File: src/rtl/pipe_hazard_pkg.sv
// Shared types and constants for the pipeline hazard controller.
package pipe_hazard_pkg;
   typedef enum logic {MD_IDLE = 1'b0, MD_BUSY = 1'b1} md_state_t;
   localparam int         REG_ADDR_W = 5;
   localparam logic [4:0] ZERO_REG   = 5'd0;
   localparam int         MD_CNT_W   = 4;
endpackage

File: src/rtl/pipe_hazard_ctrl_if.sv
// Pipeline <-> hazard controller signal bundle; perf counters exist only with PIPE_HAZARD_PERF_EN.
interface pipe_hazard_ctrl_if #(
   parameter int REG_ADDR_W = 5
`ifdef PIPE_HAZARD_PERF_EN
   , parameter int PERF_W = 16
`endif
);
   logic [REG_ADDR_W-1:0] id_rs_addr;
   logic [REG_ADDR_W-1:0] id_rt_addr;
   logic                  id_uses_rs;
   logic                  id_uses_rt;
   logic                  id_is_md;
   logic                  id_reads_hilo;
   logic                  exe_mem_read;
   logic [REG_ADDR_W-1:0] exe_rd_addr;
   logic                  exe_redirect;
   logic                  pc_write;
   logic                  if_id_write;
   logic                  if_id_flush;
   logic                  id_exe_bubble;
   logic                  md_start;
   logic                  md_busy;
   logic                  md_done;
`ifdef PIPE_HAZARD_PERF_EN
   logic [PERF_W-1:0]     perf_stall_cycles;
   logic [PERF_W-1:0]     perf_flushes;
`endif

   modport master (
      output id_rs_addr, id_rt_addr, id_uses_rs, id_uses_rt, id_is_md, id_reads_hilo,
             exe_mem_read, exe_rd_addr, exe_redirect,
`ifdef PIPE_HAZARD_PERF_EN
      input  perf_stall_cycles, perf_flushes,
`endif
      input  pc_write, if_id_write, if_id_flush, id_exe_bubble, md_start, md_busy, md_done
   );

   modport slave (
      input  id_rs_addr, id_rt_addr, id_uses_rs, id_uses_rt, id_is_md, id_reads_hilo,
             exe_mem_read, exe_rd_addr, exe_redirect,
`ifdef PIPE_HAZARD_PERF_EN
      output perf_stall_cycles, perf_flushes,
`endif
      output pc_write, if_id_write, if_id_flush, id_exe_bubble, md_start, md_busy, md_done
   );
endinterface

File: src/rtl/pipe_hazard_ctrl_md_busy_timer.sv
// HI/LO unit occupancy timer: busy for LATENCY cycles after start, done in the last one.
module md_busy_timer #(
   parameter int LATENCY = 4
) (
   input  logic clk,
   input  logic rst,
   input  logic start,
   output logic busy,
   output logic done
);
   import pipe_hazard_pkg::*;

   localparam logic [MD_CNT_W-1:0] LOAD = MD_CNT_W'(LATENCY - 1);

   md_state_t            state, state_nx;
   logic [MD_CNT_W-1:0]  count, count_nx;

   always_ff @(posedge clk) begin
      if (rst) begin
         state <= MD_IDLE;
         count <= '0;
      end else begin
         state <= state_nx;
         count <= count_nx;
      end
   end

   always_comb begin
      state_nx = state;
      count_nx = count;
      case (state)
         MD_IDLE: begin
            if (start) begin
               state_nx = MD_BUSY;
               count_nx = LOAD;
            end
         end
         MD_BUSY: begin
            if (count == '0) state_nx = MD_IDLE;
            else             count_nx = count - 1'b1;
         end
         default: state_nx = MD_IDLE;
      endcase
   end

   assign busy = (state == MD_BUSY);
   assign done = (state == MD_BUSY) && (count == '0);
endmodule

File: src/rtl/pipe_hazard_ctrl.sv
// Stall/flush controller for the 5-stage pipeline; PIPE_HAZARD_PERF_EN adds stall/flush counters.
module pipe_hazard_ctrl #(
   parameter int REG_ADDR_W = 5,
   parameter int MD_LATENCY = 4
`ifdef PIPE_HAZARD_PERF_EN
   , parameter int PERF_W = 16
`endif
) (
   input  logic              clk,
   input  logic              rst,
   pipe_hazard_ctrl_if.slave bus
);
   import pipe_hazard_pkg::*;

   logic rs_hit, rt_hit, load_use, hilo_wait;
   logic md_start, md_busy, md_done;
   logic pc_write, if_id_write, if_id_flush, id_exe_bubble;

   always_comb begin
      rs_hit    = bus.id_uses_rs && (bus.id_rs_addr == bus.exe_rd_addr);
      rt_hit    = bus.id_uses_rt && (bus.id_rt_addr == bus.exe_rd_addr);
      load_use  = bus.exe_mem_read && (bus.exe_rd_addr != REG_ADDR_W'(ZERO_REG)) && (rs_hit || rt_hit);
      hilo_wait = (bus.id_is_md || bus.id_reads_hilo) && md_busy;
      md_start  = !rst && bus.id_is_md && !md_busy && !bus.exe_redirect && !load_use;
   end

   // Redirect beats stalls: whatever sits in ID is wrong-path anyway.
   always_comb begin
      pc_write      = 1'b1;
      if_id_write   = 1'b1;
      if_id_flush   = 1'b0;
      id_exe_bubble = 1'b0;
      if (rst) begin
         pc_write      = 1'b0;
         if_id_write   = 1'b0;
         if_id_flush   = 1'b1;
         id_exe_bubble = 1'b1;
      end else if (bus.exe_redirect) begin
         if_id_flush   = 1'b1;
         id_exe_bubble = 1'b1;
      end else if (load_use || hilo_wait) begin
         pc_write      = 1'b0;
         if_id_write   = 1'b0;
         id_exe_bubble = 1'b1;
      end
   end

   md_busy_timer #(.LATENCY(MD_LATENCY)) u_md_timer (
      .clk  (clk),
      .rst  (rst),
      .start(md_start),
      .busy (md_busy),
      .done (md_done)
   );

   assign bus.pc_write      = pc_write;
   assign bus.if_id_write   = if_id_write;
   assign bus.if_id_flush   = if_id_flush;
   assign bus.id_exe_bubble = id_exe_bubble;
   assign bus.md_start      = md_start;
   assign bus.md_busy       = md_busy;
   assign bus.md_done       = md_done;

`ifdef PIPE_HAZARD_PERF_EN
   logic [PERF_W-1:0] stall_cnt, flush_cnt;

   // Saturating counters; reset cycles are never counted.
   always_ff @(posedge clk) begin
      if (rst) begin
         stall_cnt <= '0;
         flush_cnt <= '0;
      end else begin
         if (!pc_write && stall_cnt != '1)        stall_cnt <= stall_cnt + 1'b1;
         if (bus.exe_redirect && flush_cnt != '1) flush_cnt <= flush_cnt + 1'b1;
      end
   end

   assign bus.perf_stall_cycles = stall_cnt;
   assign bus.perf_flushes      = flush_cnt;
`endif
endmodule
File: src/flat_wrapper.sv
// flat-port wrapper written by rule: the top's interface ports become plain ports
module pipe_hazard_ctrl_flat import pipe_hazard_pkg::*;
#(
   parameter int REG_ADDR_W = 5,
   parameter int MD_LATENCY = 4

)
  (clk, rst, bus_id_rs_addr, bus_id_rt_addr, bus_id_uses_rs, bus_id_uses_rt, bus_id_is_md, bus_id_reads_hilo, bus_exe_mem_read, bus_exe_rd_addr, bus_exe_redirect, bus_pc_write, bus_if_id_write, bus_if_id_flush, bus_id_exe_bubble, bus_md_start, bus_md_busy, bus_md_done);
  pipe_hazard_ctrl_if #(.REG_ADDR_W(REG_ADDR_W)) bus_i ();
  input  logic clk;
  input  logic rst;
  input wire logic [$bits(bus_i.id_rs_addr)-1:0] bus_id_rs_addr;
  input wire logic [$bits(bus_i.id_rt_addr)-1:0] bus_id_rt_addr;
  input wire logic [$bits(bus_i.id_uses_rs)-1:0] bus_id_uses_rs;
  input wire logic [$bits(bus_i.id_uses_rt)-1:0] bus_id_uses_rt;
  input wire logic [$bits(bus_i.id_is_md)-1:0] bus_id_is_md;
  input wire logic [$bits(bus_i.id_reads_hilo)-1:0] bus_id_reads_hilo;
  input wire logic [$bits(bus_i.exe_mem_read)-1:0] bus_exe_mem_read;
  input wire logic [$bits(bus_i.exe_rd_addr)-1:0] bus_exe_rd_addr;
  input wire logic [$bits(bus_i.exe_redirect)-1:0] bus_exe_redirect;
  output wire logic [$bits(bus_i.pc_write)-1:0] bus_pc_write;
  output wire logic [$bits(bus_i.if_id_write)-1:0] bus_if_id_write;
  output wire logic [$bits(bus_i.if_id_flush)-1:0] bus_if_id_flush;
  output wire logic [$bits(bus_i.id_exe_bubble)-1:0] bus_id_exe_bubble;
  output wire logic [$bits(bus_i.md_start)-1:0] bus_md_start;
  output wire logic [$bits(bus_i.md_busy)-1:0] bus_md_busy;
  output wire logic [$bits(bus_i.md_done)-1:0] bus_md_done;
  assign bus_i.id_rs_addr = bus_id_rs_addr;
  assign bus_i.id_rt_addr = bus_id_rt_addr;
  assign bus_i.id_uses_rs = bus_id_uses_rs;
  assign bus_i.id_uses_rt = bus_id_uses_rt;
  assign bus_i.id_is_md = bus_id_is_md;
  assign bus_i.id_reads_hilo = bus_id_reads_hilo;
  assign bus_i.exe_mem_read = bus_exe_mem_read;
  assign bus_i.exe_rd_addr = bus_exe_rd_addr;
  assign bus_i.exe_redirect = bus_exe_redirect;
  assign bus_pc_write = bus_i.pc_write;
  assign bus_if_id_write = bus_i.if_id_write;
  assign bus_if_id_flush = bus_i.if_id_flush;
  assign bus_id_exe_bubble = bus_i.id_exe_bubble;
  assign bus_md_start = bus_i.md_start;
  assign bus_md_busy = bus_i.md_busy;
  assign bus_md_done = bus_i.md_done;
  pipe_hazard_ctrl #(.REG_ADDR_W(REG_ADDR_W), .MD_LATENCY(MD_LATENCY)) u_core (.clk(clk), .rst(rst), .bus(bus_i));
endmodule
File: config.mk
export PLATFORM = sky130hd
export DESIGN_NAME = pipe_hazard_ctrl_flat
export DESIGN_NICKNAME = d
export VERILOG_FILES = /design/src/rtl/pipe_hazard_pkg.sv /design/src/rtl/pipe_hazard_ctrl_if.sv /design/src/rtl/pipe_hazard_ctrl_md_busy_timer.sv /design/src/rtl/pipe_hazard_ctrl.sv /design/src/flat_wrapper.sv
export SDC_FILE = /design/constraint.sdc
export NUM_CORES = 1
export LEC_CHECK = 0
export ABC_AREA = 1
export CORE_MARGIN = 2
export CORE_UTILIZATION = 37
export CTS_CLUSTER_SIZE = 10
export DETAILED_ROUTE_END_ITERATION = 8
export PLACE_DENSITY = 0.78
export SYNTH_ARGS = -nofsm -noshare
export SYNTH_HDL_FRONTEND = slang
export SYNTH_SLANG_ARGS = --single-unit
export TNS_END_PERCENT = 20
File: constraint.sdc
create_clock -name clk -period 1.45 [get_ports clk]
set_input_delay 0.29 -clock clk [delete_from_list [all_inputs] [get_ports clk]]
set_output_delay 0.29 -clock clk [all_outputs]
set_load 0.005 [all_outputs]
Word-level counts from Yosys, hierarchy flattened
Cells that the tools add are included.
{"block": "op_classes", "n_addsub": 1, "n_eq_ne": 4, "n_mux": 14, "bitwise": 1, "n_reduce_logical": 20}
{"operator": "$eq A5 B5 Y1", "n": 2}
{"operator": "$logic_and A1 B1 Y1", "n": 10}
{"operator": "$mux W1", "n": 10}
{"operator": "$mux W4", "n": 2}
{"operator": "$pmux W4 S2", "n": 1}
{"operator": "$reduce_bool A5 Y1", "n": 1}
{"operator": "$logic_not A1 Y1", "n": 4}
{"operator": "$logic_not A4 Y1", "n": 1}
{"operator": "$ne A2 B2 Y1 const B", "n": 2}
{"operator": "$sub A4 B1 Y4 const B", "n": 1}
{"operator": "$logic_or A1 B1 Y1", "n": 3}
{"operator": "$pmux W1 S2", "n": 1}
{"operator": "$reduce_and A2 Y1", "n": 1}
{"operator": "$not A1 Y1", "n": 1}
{"block": "word_totals", "register_bits": 5, "input_bits": 23, "output_inout_bits": 7, "word_cells": 42}

Depth between registers and ports, before layout
Gate-level depths: netlist of the first run.
{"block": "logic_depth", "word_depth": 8, "depth_mapped": 11, "mapped_depth_nobuf": 11}

By module
From an unflattened synthesis of the first run, not the netlist that was laid out.
{"block": "unflattened", "hier_cells": 107, "hier_area_um2": 563.0}
{"module": "md_busy_timer", "n_inst": 1, "cells_each": 40, "area_each_um2": 285.3, "seq_area_each_um2": 100.1}
{"module": "pipe_hazard_ctrl", "n_inst": 1, "cells_each": 67, "area_each_um2": 277.8, "seq_area_each_um2": 0.0}

Least setup slack after synthesis of the first run
No wires, ideal clock.
{"block": "synth_timing", "kind": "input to output", "start": "input port bus_exe_rd_addr[3]", "end": "output port bus_pc_write", "t_arrival_ns": 1.096, "required_ns": 1.160, "setup_slack_ns": 0.064, "stages": 8, "path_buffers": 1, "cell_sequence": "inv_1 > nand4_1 > o21ai_0 > inv_1 > nand2_2 > a21oi_1 > nor2_1 > buf_4"}
{"block": "synth_via", "elab_chain_cells": 8, "elab_cells_between_ends": 12, "classes_between": "eq/ne (2); mux (3); reduce/logical (7)"}
{"item": "from (decl)", "line": "flat_wrapper.sv:19", "text": "input wire logic [$bits(bus_i.exe_rd_addr)-1:0] bus_exe_rd_addr;"}
{"item": "$eq A5 B5 Y1 (on tied branches)", "line": "pipe_hazard_ctrl.sv:20, pipe_hazard_ctrl.sv:21"}
{"item": "$logic_and A1 B1 Y1 (on tied branches)", "line": "pipe_hazard_ctrl.sv:20, pipe_hazard_ctrl.sv:21"}
{"item": "$logic_or A1 B1 Y1", "line": "pipe_hazard_ctrl.sv:22", "text": "load_use = bus.exe_mem_read && (bus.exe_rd_addr != REG_ADDR_W'(ZERO_REG)) && (rs_hit || rt_hit);"}
{"item": "$logic_and A1 B1 Y1 *", "line": "pipe_hazard_ctrl.sv:22"}
{"item": "$logic_or A1 B1 Y1 *", "line": "pipe_hazard_ctrl.sv:41", "text": "end else if (load_use || hilo_wait) begin"}
{"item": "$mux W1 * (3 in series)"}
{"item": "to (decl)", "line": "flat_wrapper.sv:21", "text": "output wire logic [$bits(bus_i.pc_write)-1:0] bus_pc_write;"}
Mark *: on every way between the ends. The rest lies on a longest branch, timed or not.

Worst setup path in the final report of the first run
{"block": "layout_timing", "start": "register u_core.u_md_timer.count[0]", "end": "output port bus_md_done"}
{"block": "layout_via", "elab_chain_cells": 2}
{"item": "from (decl)", "line": "pipe_hazard_ctrl_md_busy_timer.sv:16", "text": "logic [MD_CNT_W-1:0] count, count_nx;"}
{"item": "from (signal assigned)", "line": "pipe_hazard_ctrl_md_busy_timer.sv:24", "text": "count <= count_nx;"}
{"item": "$logic_not A4 Y1", "line": "pipe_hazard_ctrl_md_busy_timer.sv:47", "text": "assign done = (state == MD_BUSY) && (count == '0);"}
{"item": "$logic_and A1 B1 Y1", "line": "pipe_hazard_ctrl_md_busy_timer.sv:47"}
{"item": "to (decl)", "line": "flat_wrapper.sv:27", "text": "output wire logic [$bits(bus_i.md_done)-1:0] bus_md_done;"}
No other way between the ends.

==> results_tabular.tex, run 1 <==
\begin{tabular}{lr}
\hline
Metric & Value \\
\hline
\multicolumn{2}{l}{\textbf{Die}} \\
\quad Placeable core region & 0.00133 mm\^{}2 \\
\quad Die outline height & 42.3 um \\
\quad Die outline area & 0.00179 mm\^{}2 \\
\quad Width of the die & 42.3 um \\
\quad Row cnt & 13 \\
\quad Starting density of the core & 0.407 \\
\quad \# IOs & 30 \\
\multicolumn{2}{l}{\textbf{Synthesis}} \\
\quad Number of unique standard cell types used by synthesis & 15 \\
\quad Number of warnings issued by yosys & 0 \\
\quad Share of the yosys chip area belonging to registers & 0.184 \\
\quad Number of instances in the synthesized netlist & 107 \\
\quad Combined area of all synthesized cells & 543 um\^{}2 \\
\quad Number of synthesized register bits & 5 \\
\quad Syn nets & 131 \\
\quad Average size of a mapped cell & 5.07 um\^{}2 \\
\multicolumn{2}{l}{\textbf{Timing}} \\
\quad Worst-case headroom to the max-slew limit & 0.876 \\
\quad Unrepaired setup endpoints after global routing & true \\
\quad Slew at the pin closest to its max-slew limit & 186 ps \\
\quad Final critical path time including I/O delays and setup & 1460 ps \\
\quad Timing-limited maximum frequency & 683 MHz \\
\quad Period utilization & 1.01 \\
\quad Pins over their slew limit & 0 \\
\quad Final Hold Viols & 0 \\
\quad Setup violators final & 1 \\
\quad Worst-case setup margin in the final layout & -14.8 ps \\
\quad Worst-case clock skew & 3.98 ps \\
\multicolumn{2}{l}{\textbf{Placement}} \\
\quad Count of input and output buffers & 29 \\
\quad Post-DP HPWL & 1.23 mm \\
\quad Inst Count DP & 160 \\
\quad Area post-placement & 920 um\^{}2 \\
\quad Final weighted congestion of routability-driven global placement & 0.858 \\
\multicolumn{2}{l}{\textbf{Route}} \\
\quad Total DRC errors in the routed layout & 0 \\
\quad Wire length reported by the detailed router & 1.58 mm \\
\quad Detailed-route via count & 762 \\
\quad Antenna Nets Post-Route & 0 \\
\quad Vias per inst & 4.59 \\
\quad Wirelength per Cell & 9.54 um \\
\quad Initial DRC Count & 15 \\
\quad Number of optimization iterations in the first detailed-route pass & 4 \\
\multicolumn{2}{l}{\textbf{Layout}} \\
\quad Final core utilization & 0.722 \\
\quad Fraction of layout instances using a drive strength above 1 & 0.351 \\
\quad Final non-filler cell total & 166 \\
\quad Nets & 176 \\
\quad Layout Area Growth over Synthesis & 77.4\% \\
\quad Number of inserted filler cells in the final layout & 123 \\
\quad Area of all placed cells without fillers & 963 um\^{}2 \\
\quad Antenna cells & 0 \\
\multicolumn{2}{l}{\textbf{CTS}} \\
\quad Clock latency on the worst-skew pair & 260 ps \\
\quad H-tree levels & 1 \\
\quad CTS Root Cell & sky130\_fd\_sc\_hd\_\_clkbuf\_4 \\
\quad Number of buffers created by CTS & 3 \\
\quad Clock tree from TritonCTS & done \\
\quad Hold-fix buffers at CTS & 0 \\
\quad \# clock sinks & 5 \\
\quad CTS clock-pin slew for the worst setup and hold paths & 50 ps \\
\quad Maximum count of clock buffers along a single path & 2 \\
\multicolumn{2}{l}{\textbf{Global route}} \\
\quad Global routing usage summed across all routing layers & 0.194 \\
\quad Global route overflow & 0 \\
\quad Largest net degree at the start of global routing & 10 \\
\quad Number of global-route vias before repair & 704 \\
\quad Antenna violations before repair & 0 \\
\quad Wire length of the first global-routing pass & 2.66 mm \\
\multicolumn{2}{l}{\textbf{Critical path}} \\
\quad Critical Path Sink Type & output pin \\
\quad Startpoint-to-endpoint class of the critical path & register to output pin \\
\quad Arr. time, crit path & 1170 ps \\
\quad CP Max Fanout & 2 \\
\quad Data required time of the critical path & 1160 ps \\
\quad R2R cell count & 7 \\
\quad Startpoint Class & register \\
\multicolumn{2}{l}{\textbf{Pwr}} \\
\quad Leak pwr & 0.567 nW \\
\quad Peak VDD IR & 0.000492 V \\
\quad Psw & 179 uW \\
\quad Power density over cell area & 578 mW/mm\^{}2 \\
\quad Internal power of the cells & 378 uW \\
\quad Fraction of power consumed by the clock network & 0.309 \\
\quad Register share of total power & 0.275 \\
\quad Logic pwr share & 0.416 \\
\quad Net switching share of the total power & 0.321 \\
\multicolumn{2}{l}{\textbf{Run}} \\
\quad \# Max-Cap Violations & 0 \\
\multicolumn{2}{l}{\textbf{Hold path}} \\
\quad Type of the most critical hold path & input pin to register \\
\quad Hold depth & 3 \\
\multicolumn{2}{l}{\textbf{Outcome}} \\
\quad Result of the run & finished, violations left \\
\quad Violated checks & negative setup slack \\
\hline
\end{tabular}
==> flip-flops by register name, summed over array words and instances (netlist names) <==
register	cells
u_core.u_md_timer.busy	1
u_core.u_md_timer.count	4
==> placed cells by master (no fill, tap or decap), types with 2 or more instances in the layout <==
cell type                          n
sky130_fd_sc_hd__buf_4            12
sky130_fd_sc_hd__nor2_1           16
sky130_fd_sc_hd__buf_8             3
sky130_fd_sc_hd__dlygate4sd2_1     6
sky130_fd_sc_hd__nand2_2           4
sky130_fd_sc_hd__clkdlybuf4s15_1   2
sky130_fd_sc_hd__buf_6             6
sky130_fd_sc_hd__clkbuf_4          3
sky130_fd_sc_hd__dfxtp_1           4
sky130_fd_sc_hd__nand2_1          35
sky130_fd_sc_hd__nand3_1           8
sky130_fd_sc_hd__inv_1            16
sky130_fd_sc_hd__nor2_2            2
sky130_fd_sc_hd__inv_4             5
sky130_fd_sc_hd__a21oi_1           5
sky130_fd_sc_hd__buf_2             9
==> power by group through the flow <==
stage                     clock network, mW  registers [mW]  logic [mW]
final                                 0.172           0.153       0.231
after global routing                  0.186           0.154       0.258
after CTS                             0.178           0.153       0.229
after detailed placement                  0           0.155       0.229
after global placement                    0           0.155       0.224
after floorplan                           0           0.155      0.0983
==> cell type report <==
class,count,area (um^2),share of cell area
repair buffers,41,347,0.360
flip-flops and latches,5,101,0.105
clock buffers,4,26.3,0.0273
well taps,15,18.8,0.0195
inverters,22,95.1,0.0987
multi-input cells,79,375,0.390
==> what timing repair did <==
action / in CTS / in global routing
pin swaps: 33 / 6
endpoints found under the setup margin: 12 / 6
setup buffers: 2 / 0
resized for setup: 114 / 4
cloned: 0 / 0
==> cells by family after synthesis <==
family	count (synthesis)	share of synthesized area
simple gates	69	0.537
fa+ha+maj	1	0.0230
flops	5	0.184
xor+xnor	1	0.0161
buf+inv	23	0.166
compound gates	8	0.0737
==> through the flow <==
| stage | TNS (ps) | setup WS [ps] | power (mW) | hold WS [ps] |
|---|---|---|---|---|
| 3_3_place_gp | -5230 | -810 | 0.379 | 494 |
| 3_5_place_dp | -5250 | -803 | 0.384 | 499 |
| 6_report | -14.8 | -14.8 | 0.557 | 458 |
| 4_1_cts | -53.2 | -19.6 | 0.561 | 434 |
| 5_1_grt | -252 | -81.5 | 0.598 | 486 |
| 2_1_floorplan | 0 | 64.3 | 0.253 | 359 |
==> path summary, 6_finish.rpt <==
path                                                 start                    endpoint  slack, ps
worst max-delay path            u_core.u_md_timer.count[0]                 bus_md_done        -10
worst min-delay path                                   rst      u_core.u_md_timer.busy        460
worst max register to register  u_core.u_md_timer.count[0]  u_core.u_md_timer.count[1]        240
worst min register to register  u_core.u_md_timer.count[0]  u_core.u_md_timer.count[0]        520
==> metal layers <==
metal,wire [um],track usage,vias up,part of all wire
li1,-,-,410,-
met1,700,0.214,324,0.44
met2,762,0.326,25,0.48
met3,102,0.0603,3,0.064
met4,17,0.106,0,0.011
met5,0,0,-,0
==> synth_stat cells <==
library cell              instances  area (um^2)
sky130_fd_sc_hd__nand2_1         36          135
sky130_fd_sc_hd__inv_1           20         75.1
sky130_fd_sc_hd__nor2_1          18         67.6
sky130_fd_sc_hd__nand3_1          9         45.0
sky130_fd_sc_hd__a21oi_1          6         30.0
sky130_fd_sc_hd__dfxtp_1          5          100
sky130_fd_sc_hd__nand2_2          3         18.8
sky130_fd_sc_hd__inv_2            2         7.51
sky130_fd_sc_hd__o21ai_0          2         10.0
sky130_fd_sc_hd__buf_4            1         7.51
sky130_fd_sc_hd__ha_1             1         12.5
sky130_fd_sc_hd__nand2_4          1         11.3
sky130_fd_sc_hd__nand4_1          1         6.26
sky130_fd_sc_hd__nor3b_1          1         7.51
sky130_fd_sc_hd__xor2_1           1         8.76
==> worst max-delay path, stage by stage (launching register included) <==
cell,delay [ps]
sky130_fd_sc_hd__dfxtp_1,310
sky130_fd_sc_hd__inv_2,60
sky130_fd_sc_hd__ha_2,170
sky130_fd_sc_hd__nand3_2,70
sky130_fd_sc_hd__nor2_1,100
sky130_fd_sc_hd__clkdlybuf4s15_2,210
No activity file was read; power rests on OpenSTA's default activity.
==> run 2, diff against run 1 <==
--- a/config.mk
+++ b/config.mk
@@ -6,7 +6,7 @@
 export NUM_CORES = 1
 export LEC_CHECK = 0
 export ABC_AREA = 1
-export CORE_MARGIN = 2
+export CORE_MARGIN = 1.5
 export CORE_UTILIZATION = 37
 export CTS_CLUSTER_SIZE = 10
 export DETAILED_ROUTE_END_ITERATION = 8
==> results_tabular.tex, run 2 (synthesized netlist as in run 1, its figures left out) <==
\begin{tabular}{lr}
\hline
Metric & Value \\
\hline
\multicolumn{2}{l}{\textbf{Critical path}} \\
\quad Data required time of the critical path & 1160 ps \\
\quad Startpoint Class & input pin \\
\quad Endpoint of the lowest-slack register-to-register path & u\_core.u\_md\_timer.count[2] \\
\quad Startpoint-to-endpoint class of the critical path & input pin to output pin \\
\quad Slowest stage cell, crit path & sky130\_fd\_sc\_hd\_\_clkdlybuf4s15\_1 \\
\quad CP Max Fanout & 3 \\
\quad Origin of the worst setup path & bus\_id\_uses\_rs \\
\quad Critical Path Sink Type & output pin \\
\quad Flop-to-flop setup slack & 190 ps \\
\quad Cells along the critical path & clkdlybuf4s15\_1, nand2\_1, nor2\_1, nand3\_1, nand2\_1, nand2\_2, a21oi\_2, nor2\_1, buf\_2 \\
\quad Critical Path End & bus\_pc\_write \\
\quad R2R cell count & 8 \\
\quad Arr. time, crit path & 1190 ps \\
\quad CP peak stage delay & 190 ps \\
\quad Reg2reg start & u\_core.u\_md\_timer.count[0] \\
\multicolumn{2}{l}{\textbf{Route}} \\
\quad Number of optimization iterations in the first detailed-route pass & 4 \\
\quad Wire length reported by the detailed router & 1.70 mm \\
\quad Uppermost layer routed & met3 \\
\quad Met3 routed wirelength & 75 um \\
\quad Detailed-route via count & 768 \\
\quad Antenna Nets Post-Route & 0 \\
\quad Total DRC errors in the routed layout & 0 \\
\quad Vias per inst & 4.60 \\
\quad Initial DRC Count & 15 \\
\quad Wirelength per Cell & 10.2 um \\
\quad Met2 WL & 850 um \\
\quad Post-route met1 wirelength & 777 um \\
\multicolumn{2}{l}{\textbf{Pwr}} \\
\quad Psw & 186 uW \\
\quad Leak pwr & 0.570 nW \\
\quad Logic pwr share & 0.438 \\
\quad Internal power of the cells & 389 uW \\
\quad Power density over cell area & 578 mW/mm\^{}2 \\
\quad Register share of total power & 0.269 \\
\quad Peak VDD IR & 0.000388 V \\
\quad Power consumption & 575 uW \\
\quad Net switching share of the total power & 0.323 \\
\quad Fraction of power consumed by the clock network & 0.293 \\
\multicolumn{2}{l}{\textbf{Timing}} \\
\quad Final critical path time including I/O delays and setup & 1480 ps \\
\quad Setup violators final & 2 \\
\quad Hold slack final & 485 ps \\
\quad Unrepaired setup endpoints after global routing & true \\
\quad Slew at the pin closest to its max-slew limit & 178 ps \\
\quad Period utilization & 1.02 \\
\quad Final Hold Viols & 0 \\
\quad Worst-case clock skew & 4.39 ps \\
\quad Worst-case setup margin in the final layout & -25.1 ps \\
\quad Pins over their slew limit & 0 \\
\quad Timing-limited maximum frequency & 678 MHz \\
\quad Worst-case headroom to the max-slew limit & 0.881 \\
\quad Total negative slack & -50.1 ps \\
\multicolumn{2}{l}{\textbf{Layout}} \\
\quad Commonest cells after routing, fill and taps aside & 30 x sky130\_fd\_sc\_hd\_\_nand2\_1, 13 x sky130\_fd\_sc\_hd\_\_nor2\_1, 13 x sky130\_fd\_sc\_hd\_\_buf\_4 \\
\quad Nets & 177 \\
\quad Commonest non-fill, non-tap cell in the layout & sky130\_fd\_sc\_hd\_\_nand2\_1 \\
\quad Area of all placed cells without fillers & 996 um\^{}2 \\
\quad Layout Area Growth over Synthesis & 83.4\% \\
\quad Largest register by flop count & u\_core.u\_md\_timer.count \\
\quad Fraction of layout instances using a drive strength above 1 & 0.434 \\
\quad Max reg flops & 4 \\
\quad Antenna cells & 0 \\
\multicolumn{2}{l}{\textbf{CTS}} \\
\quad Clock tree from TritonCTS & done \\
\quad Hold-fix buffers at CTS & 0 \\
\quad CTS clock-pin slew for the worst setup and hold paths & 50 ps \\
\quad Number of buffers created by CTS & 3 \\
\quad Maximum count of clock buffers along a single path & 2 \\
\quad Clock latency on the worst-skew pair & 250 ps \\
\quad \# clock sinks & 5 \\
\quad H-tree levels & 1 \\
\quad CTS Root Cell & sky130\_fd\_sc\_hd\_\_clkbuf\_4 \\
\multicolumn{2}{l}{\textbf{Die}} \\
\quad \# IOs & 30 \\
\quad Die outline area & 0.00171 mm\^{}2 \\
\quad Die outline height & 41.3 um \\
\quad Row cnt & 13 \\
\quad Placeable core region & 0.00133 mm\^{}2 \\
\quad Width of the die & 41.3 um \\
\quad Starting density of the core & 0.407 \\
\multicolumn{2}{l}{\textbf{Run}} \\
\quad \# Max-Cap Violations & 0 \\
\multicolumn{2}{l}{\textbf{Global route}} \\
\quad Number of global-route vias before repair & 563 \\
\quad Global routing usage summed across all routing layers & 0.198 \\
\quad Antenna violations before repair & 0 \\
\quad Global route overflow & 0 \\
\quad Largest net degree at the start of global routing & 10 \\
\quad Wire length of the first global-routing pass & 2.24 mm \\
\multicolumn{2}{l}{\textbf{Placement}} \\
\quad Dpl ws & -791 ps \\
\quad Final weighted congestion of routability-driven global placement & 0.767 \\
\quad Area post-placement & 920 um\^{}2 \\
\quad Post-DP HPWL & 1.20 mm \\
\quad Count of input and output buffers & 29 \\
\multicolumn{2}{l}{\textbf{Outcome}} \\
\quad Result of the run & finished, violations left \\
\quad Violated checks & negative setup slack \\
\multicolumn{2}{l}{\textbf{Hold path}} \\
\quad Type of the most critical hold path & input pin to register \\
\hline
\end{tabular}
-- run 2: cell types whose count changed in the layout (fill, tap and decap cells not counted) --
cell / delta
sky130_fd_sc_hd__inv_2: +6
sky130_fd_sc_hd__nand2_1: -5
sky130_fd_sc_hd__buf_4: +1
sky130_fd_sc_hd__nor2_2: +3
sky130_fd_sc_hd__ha_2: -1
sky130_fd_sc_hd__nand2_2: +5
sky130_fd_sc_hd__inv_1: -4
sky130_fd_sc_hd__nor2_1: -3
sky130_fd_sc_hd__inv_4: -2
sky130_fd_sc_hd__ha_4: +1
-- run 2: worst max-delay path, delay by kind of cell --
kind	cells	cell delay (ps)
AND/OR/NAND/NOR	6	470
buffers and inverters	2	310
AO/OA/AOI/OAI	1	120
-- run 2: cell type report --
type | count | area [um^2]
well taps | 15 | 18.8
flip-flops and latches | 5 | 101
clock buffers | 4 | 26.3
multi-input cells | 79 | 405
inverters | 22 | 90.1
repair buffers | 42 | 354
fillers | 117 | 338
-- run 2: worst min path at each step --
stage	depth (start not counted)	end	slack (ps)	from
floorplan	1	u_core.u_md_timer.busy	360	rst
global route	3	u_core.u_md_timer.busy	510	rst
global placement	3	u_core.u_md_timer.count[0]	490	u_core.u_md_timer.count[0]
finish	3	u_core.u_md_timer.busy	490	rst
detailed placement	3	u_core.u_md_timer.count[0]	510	u_core.u_md_timer.count[0]
CTS	3	u_core.u_md_timer.busy	450	rst
-- run 2: through the flow --
stage,utilization,cells
after floorplan,-,107
after global routing,0.747,167
after detailed placement,0.689,160
final,0.747,167
after CTS,0.705,165
after global placement,0.689,160
-- run 2: timing repair --
action | CTS | global route
gates resized for setup | 110 | 19
endpoints found under the setup margin | 12 | 6
buffers inserted | 1 | 2
pin swaps | 25 | 17
-- run 2: per-layer routing --
layer	up-vias	track usage
met3	0	0.0638
met2	23	0.328
met5	-	0
met4	0	0.0484
met1	331	0.248
li1	414	-
-- run 2: power groups by stage --
stage          combinational (mW)  sequential [mW]  clock [mW]
2_1_floorplan              0.0983            0.155           0
3_3_place_gp                0.223            0.155           0
3_5_place_dp                0.227            0.156           0
4_1_cts                     0.222            0.154       0.173
5_1_grt                     0.277            0.156       0.176
6_report                    0.252            0.155       0.169
==> RTL edit 1 (settings of run 1) <==
The package constant `MD_CNT_W` goes from 4 to 6.
--- a/src/rtl/pipe_hazard_pkg.sv
+++ b/src/rtl/pipe_hazard_pkg.sv
@@ -5,3 +5,3 @@
    localparam logic [4:0] ZERO_REG   = 5'd0;
-   localparam int         MD_CNT_W   = 4;
+   localparam int         MD_CNT_W   = 6;
 endpackage
Behaviour: same outputs for any inputs over 10 cycles, from zero or initial values and one cycle with rst high; that may be too few to reach the edited logic, so the function may still have changed.
==> RTL edit 1 against run 1 <==
The flow still finishes with violations (negative setup slack); maximum frequency fell by 8.8%; total power rose by 29%; synthesized area rose by 22%; routed wire length rose by 39%; count of clock-buffer cells in the layout did not move; sequential cell count rose by 2; via count rose by 22%; combinational power rose by 42%; hold slack improved by 51 ps; final area rose by 28%; worst setup slack got worse by 140 ps; largest cell class unchanged.
==> RTL edit 1: results (changes against run 1) <==
Status
  • Run status: complete, but fails checks
  • Failing checks: negative setup slack

Final layout
  • Top reg by flops: u_core.u_md_timer.count
  • Layout Nets: 199 (+13%)
  • Layout cells sized above 1: 48.3% (+13 points)
  • Max reg flops: 6 (+2)
  • Antenna cells: 0 (unchanged)

CTS
  • CTS Buffer Depth: 2 (unchanged)
  • Clock-pin slew on the worst setup and hold paths: 50 ps (about the same)
  • Cts bufs inserted: 3 (unchanged)
  • Latest clock arrival within the worst-skew pair: 260 ps (about the same)
  • Root buf cell: clkbuf_4
  • CTS H-tree depth: 1 (unchanged)

Place
  • Placed cell count: 188 (+18%)
  • Final GP Congestion: 0.804 (-6.3%)
  • Post-DP HPWL: 1450 µm (+17%)
  • # port buffers: 29 (unchanged)
  • Placed inst area: 1070 µm² (+16%)

Logic synthesis
  • Seq/Total Area, Yosys: 21.1% (+2.7 points)
  • Xor/xnor share of the synthesized area: 3.95% (+2.3 points)
  • Ys Warns: 0 (unchanged)
  • Post-Syn Nets: 147 (+12%)
  • Synth Instances: 123 (+15%)
  • Top post-synthesis cells by area: nand2_1 (23%), dfxtp_1 (21%), nor2_1 (10%), inv_1 (9.6%), nand3_1 (7.5%)
  • Area fraction in compound gates after synthesis: 6.78% (-0.59 points)
  • Cell variety after synth: 18 (+3)
  • Multiplexer share of the synthesized area: 0% (unchanged)
  • Commonest cells in the netlist: nand2_1 (41), nor2_1 (18), inv_1 (17), nand3_1 (10)
  • Async S/R FF share, synth: 0% (unchanged)
  • Synth Flop Type: dfxtp_1
  • Post-synth EDFFs: 0 (unchanged)
  • Adder-Cell Fraction of Synth Area: 1.88% (-0.42 points)

Timing
  • Final setup fails: 11 (+10)
  • Fin Clk Skew: 9.69 ps (+5.71 ps)
  • Worst-margin pin slew: 290 ps (+104 ps)
  • Setup tns final: -1040 ps (-1020 ps)
  • Worst setup margin: -156 ps (-141 ps)

Global routing
  • First-pass GRT wire length: 3110 µm (+17%)
  • Total track usage: 20.3% (+0.90 points)
  • Vias in the first global route: 795 (+13%)
  • Largest net degree at the start of global routing: 9 (-1)
  • Initial antenna violation count: 0 (unchanged)

Drt
  • DR iter-0 viols: 16 (+1)
  • Avg Vias per Cell: 4.66 (+1.5%)
  • Drt wl/cell: 11.1 µm (+16%)
  • Total Wirelength: 2200 µm (+39%)
  • First drt pass iteration count: 4 (unchanged)

Power and ir drop
  • Pleak: 0.642 nW (+13%)
  • Max rail drop VDD: 375 µV (-24%)

Critical path
  • Critical path arrival: 1320 ps (+150 ps)
  • Max FO, Critical Path: 3 (+1)

Hold path
  • Hold WC Path Type: primary input to flip-flop
## RTL edit 1: cell families after synthesis
family,count (synthesis)
AND/OR/NAND/NOR,78
buffers and inverters,25
AO/OA/AOI/OAI,9
flip-flops,7
XOR/XNOR,3
adder cells (fa/ha/maj),1
## RTL edit 1: final timing paths
path,slack (ps),start,depth (start not counted),endpoint
worst max-delay path,-160,bus_exe_rd_addr[0],12,bus_if_id_write
worst min-delay path,510,rst,3,u_core.u_md_timer.count[1]$_SDFFE_PP0P_
worst max register to register,-150,u_core.u_md_timer.count[1]$_SDFFE_PP0P_,11,u_core.u_md_timer.count[4]$_SDFFE_PP0P_
worst min register to register,510,u_core.u_md_timer.count[3]$_SDFFE_PP0P_,2,u_core.u_md_timer.count[3]$_SDFFE_PP0P_
## RTL edit 1: critical path, stage by stage
cell     delay [ps]
buf_6            80
inv_2            40
nand2_1          70
nand2_1          70
nor2_1          100
nand3_1          80
nand2_1          70
nand2_2          90
a21oi_2         140
nor2_2           50
buf_4           130
buf_6           100
## RTL edit 1: area by class of cell
type                            count  area (µm²)
Multi-Input combinational cell     91         504
Fill cell                         134         473
Timing Repair Buffer               49         435
Sequential cell                     7         144
Inverter                           23        93.8
Tap cell                           25        31.3
Clock buffer                        4        26.3
## RTL edit 1: metrics by stage
stage	worst slack, ps	utilization, %
after detailed placement	-861	62.7
after CTS	-150	64.8
after floorplan	128	-
after global placement	-816	62.7
after global routing	-274	72.3
final	-156	72.3
## RTL edit 1: what timing repair did
action / in CTS / in global routing
cloned: 0 / 0
resized for setup: 103 / 42
pin swaps: 34 / 33
setup endpoints to repair: 14 / 13
setup buffers: 6 / 1
## RTL edit 1: power by group
group          switching (mW)  internal (mW)  leakage (nW)  total [mW]
clock network          0.0777          0.105        0.0150       0.183
logic                   0.148          0.179         0.569       0.327
registers             0.00640          0.202        0.0581       0.208
total                   0.232          0.486         0.642       0.718
## RTL edit 1: routing by layer
layer | part of all wire [%] | vias up | global-route usage, %
li1 | - | 472 | -
met1 | 40 | 420 | 21.5
met2 | 55 | 29 | 36.9
met4 | 1.5 | 0 | 8.00
met3 | 3.3 | 6 | 5.88
met5 | 0 | - | 0
==> RTL edit 2 (flow settings as in run 1) <==
Made on the original files. Change the package constant `ZERO_REG` from 5'd0 to 5'd1.
--- a/src/rtl/pipe_hazard_pkg.sv
+++ b/src/rtl/pipe_hazard_pkg.sv
@@ -4,3 +4,3 @@
    localparam int         REG_ADDR_W = 5;
-   localparam logic [4:0] ZERO_REG   = 5'd0;
+   localparam logic [4:0] ZERO_REG   = 5'd1;
    localparam int         MD_CNT_W   = 4;
Behaviour: not the same (Yosys sat finds a counterexample within 4 cycles, from zero or initial values and one cycle with rst high).
==> RTL edit 2 against run 1 <==
The run still ends with negative setup slack left; die area decreased by 0.64%; clock skew decreased by 0.99 ps; count of clock-buffer cells in the layout stayed put; final area decreased by 2.9%; maximum frequency is 0.47% higher; routed wire length decreased by 3.9%; synthesized area is 0.69% lower; worst setup slack better by 6.8 ps; sequential cell count unchanged; total power shrank 3.8%; non-clock buffer count down 1; critical path type is now primary input to primary output; largest power group unchanged; highest routed layer is now met3.
==> RTL edit 2: results (changes against run 1) <==
CTS
  • CTS Buffer Depth: 2 (unchanged)
  • CTS H-tree depth: 1 (unchanged)
  • Root buf cell: clkbuf_4
  • Cts bufs inserted: 3 (unchanged)
  • Latest clock arrival within the worst-skew pair: 240 ps (-20 ps)
  • Clock-pin slew on the worst setup and hold paths: 40 ps

Global routing
  • Total track usage: 18.5% (-0.86 points)
  • First-pass GRT wire length: 2610 µm (-2.1%)
  • Largest net degree at the start of global routing: 10 (unchanged)
  • Vias in the first global route: 689 (-2.1%)
  • Initial antenna violation count: 0 (unchanged)

Power and ir drop
  • Pleak: 0.547 nW (-3.5%)
  • Max rail drop VDD: 683 µV (+39%)
  • Pwr dens: 572 nW/µm² (-0.99%)

Timing
  • Max-slew violation count: 0 (unchanged)
  • Fin Clk Skew: 2.99 ps (-0.995 ps)
  • Worst setup margin: -8.02 ps (+6.80 ps)
  • Final setup fails: 2 (+1)
  • Slew HR: 88.0% (+0.48 points)

Logic synthesis
  • Post-Syn Nets: 130 (-0.76%)
  • Commonest cells in the netlist: nand2_1 (37), inv_1 (19), nor2_1 (18), nand3_1 (9), a21oi_1 (6)
  • Cell variety after synth: 16 (+1)
  • Ys Warns: 0 (unchanged)
  • Top post-synthesis cells by area: nand2_1 (26%), dfxtp_1 (19%), inv_1 (13%), nor2_1 (13%), nand3_1 (8.4%)
  • Seq/Total Area, Yosys: 18.6% (+0.13 points)
  • Synth Flop Type: dfxtp_1
  • Async S/R FF share, synth: 0% (unchanged)

Drt
  • DR iter-0 viols: 6 (-9)
  • Vias after detailed routing: 737 (-3.3%)
  • First drt pass iteration count: 4 (unchanged)
  • Drt drc: 0 (unchanged)
  • Drt wl/cell: 9.28 µm (-2.7%)

Final layout
  • Antenna cells: 0 (unchanged)
  • Layout Nets: 174 (-1.1%)
  • Fill cell count: 129 (+4.9%)
  • Max reg flops: 4 (unchanged)
  • Top reg by flops: u_core.u_md_timer.count
  • Layout cells sized above 1: 37.6% (+2.5 points)

Status
  • Failing checks: negative setup slack
  • Run status: complete, but fails checks

Place
  • # port buffers: 29 (unchanged)
  • Final GP Congestion: 0.841 (-1.9%)
  • Placed inst area: 916 µm² (-0.41%)
  • Post-DP HPWL: 1210 µm (-2.1%)
  • Setup WS pre-CTS: -806 ps (-2.66 ps)

Critical path
  • CP startpoint: bus_id_rt_addr[1]
  • CP endpoint: bus_if_id_write
  • Worst reg2reg path startpoint: u_core.u_md_timer.count[1]$_SDFFE_PP0P_
  • Reg2reg end: u_core.u_md_timer.count[3]$_SDFFE_PP0P_
  • R2R setup slack: 230 ps
  • Max FO, Critical Path: 3 (+1)
  • Worst reg2reg path depth: 8 (+1)

Hold path
  • Hold WC Path Type: primary input to flip-flop
## RTL edit 2: cell type report
| type | instances | area [µm²] | area share (%) |
|---|---|---|---|
| repair buffers | 40 | 323 | 34.5 |
| flip-flops and latches | 5 | 101 | 10.8 |
| clock buffers | 4 | 26.3 | 2.81 |
| inverters | 21 | 86.3 | 9.22 |
| multi-input cells | 79 | 380 | 40.6 |
| well taps | 15 | 18.8 | 2.01 |
## RTL edit 2: how the worst min path moves through the flow
stage / cells past startpoint / endpoint / slack (ps) / startpoint
6_report: 3 / u_core.u_md_timer.busy$_SDFF_PP0_ / 470 / rst
2_1_floorplan: 1 / u_core.u_md_timer.busy$_SDFF_PP0_ / 360 / rst
4_1_cts: 3 / u_core.u_md_timer.busy$_SDFF_PP0_ / 450 / rst
3_3_place_gp: 3 / u_core.u_md_timer.count[0]$_SDFFE_PP0P_ / 490 / u_core.u_md_timer.count[0]$_SDFFE_PP0P_
3_5_place_dp: 3 / u_core.u_md_timer.count[0]$_SDFFE_PP0P_ / 510 / u_core.u_md_timer.count[0]$_SDFFE_PP0P_
5_1_grt: 3 / u_core.u_md_timer.busy$_SDFF_PP0_ / 500 / rst
## RTL edit 2: stage by stage
step,total power [mW],util (%),std cells,TNS (ps)
floorplan,0.252,-,106,0
global placement,0.378,68.7,159,-5140
detailed placement,0.381,68.7,159,-5280
CTS,0.527,67.9,164,-114
global route,0.581,70.2,164,-273
finish,0.535,70.2,164,-14.3
## RTL edit 2: layer usage
layer | share of wire, % | GRT usage [%] | vias up
li1 | - | - | 407
met1 | 45 | 21.7 | 312
met2 | 50 | 32.3 | 18
met3 | 4.9 | 6.47 | 0
met4 | 0 | 3.75 | 0
met5 | 0 | 0 | -
## RTL edit 2: cell families (layout without fill, tap and decap cells)
kind of cell,after synthesis,after routing,share of synthesized area (%)
compound gates,8,8,7.89
fa+ha+maj,1,1,2.32
buf+inv,22,65,16.0
simple gates,69,69,53.6
xor+xnor,1,1,1.62
flops,5,5,18.6
## RTL edit 2: report_power, final
group | leakage (nW) | switching (mW) | internal, mW
clock network | 0.0150 | 0.0539 | 0.104
registers | 0.0414 | 0.00652 | 0.148
logic | 0.490 | 0.103 | 0.120
total | 0.547 | 0.164 | 0.372
## RTL edit 2: timing repair
action / CTS / global route
resized for setup: 102 / 17
buffers inserted: 1 / 0
setup endpoints to repair: 12 / 6
pin swaps: 29 / 22
## RTL edit 2: worst max-delay path: stages
cell	delay, ps
buf_2	110
nand2_1	50
nand2_1	40
nor2_1	120
nand3_1	90
nand2_1	80
nand2_2	90
a21oi_2	120
nor2_1	50
buf_2	120
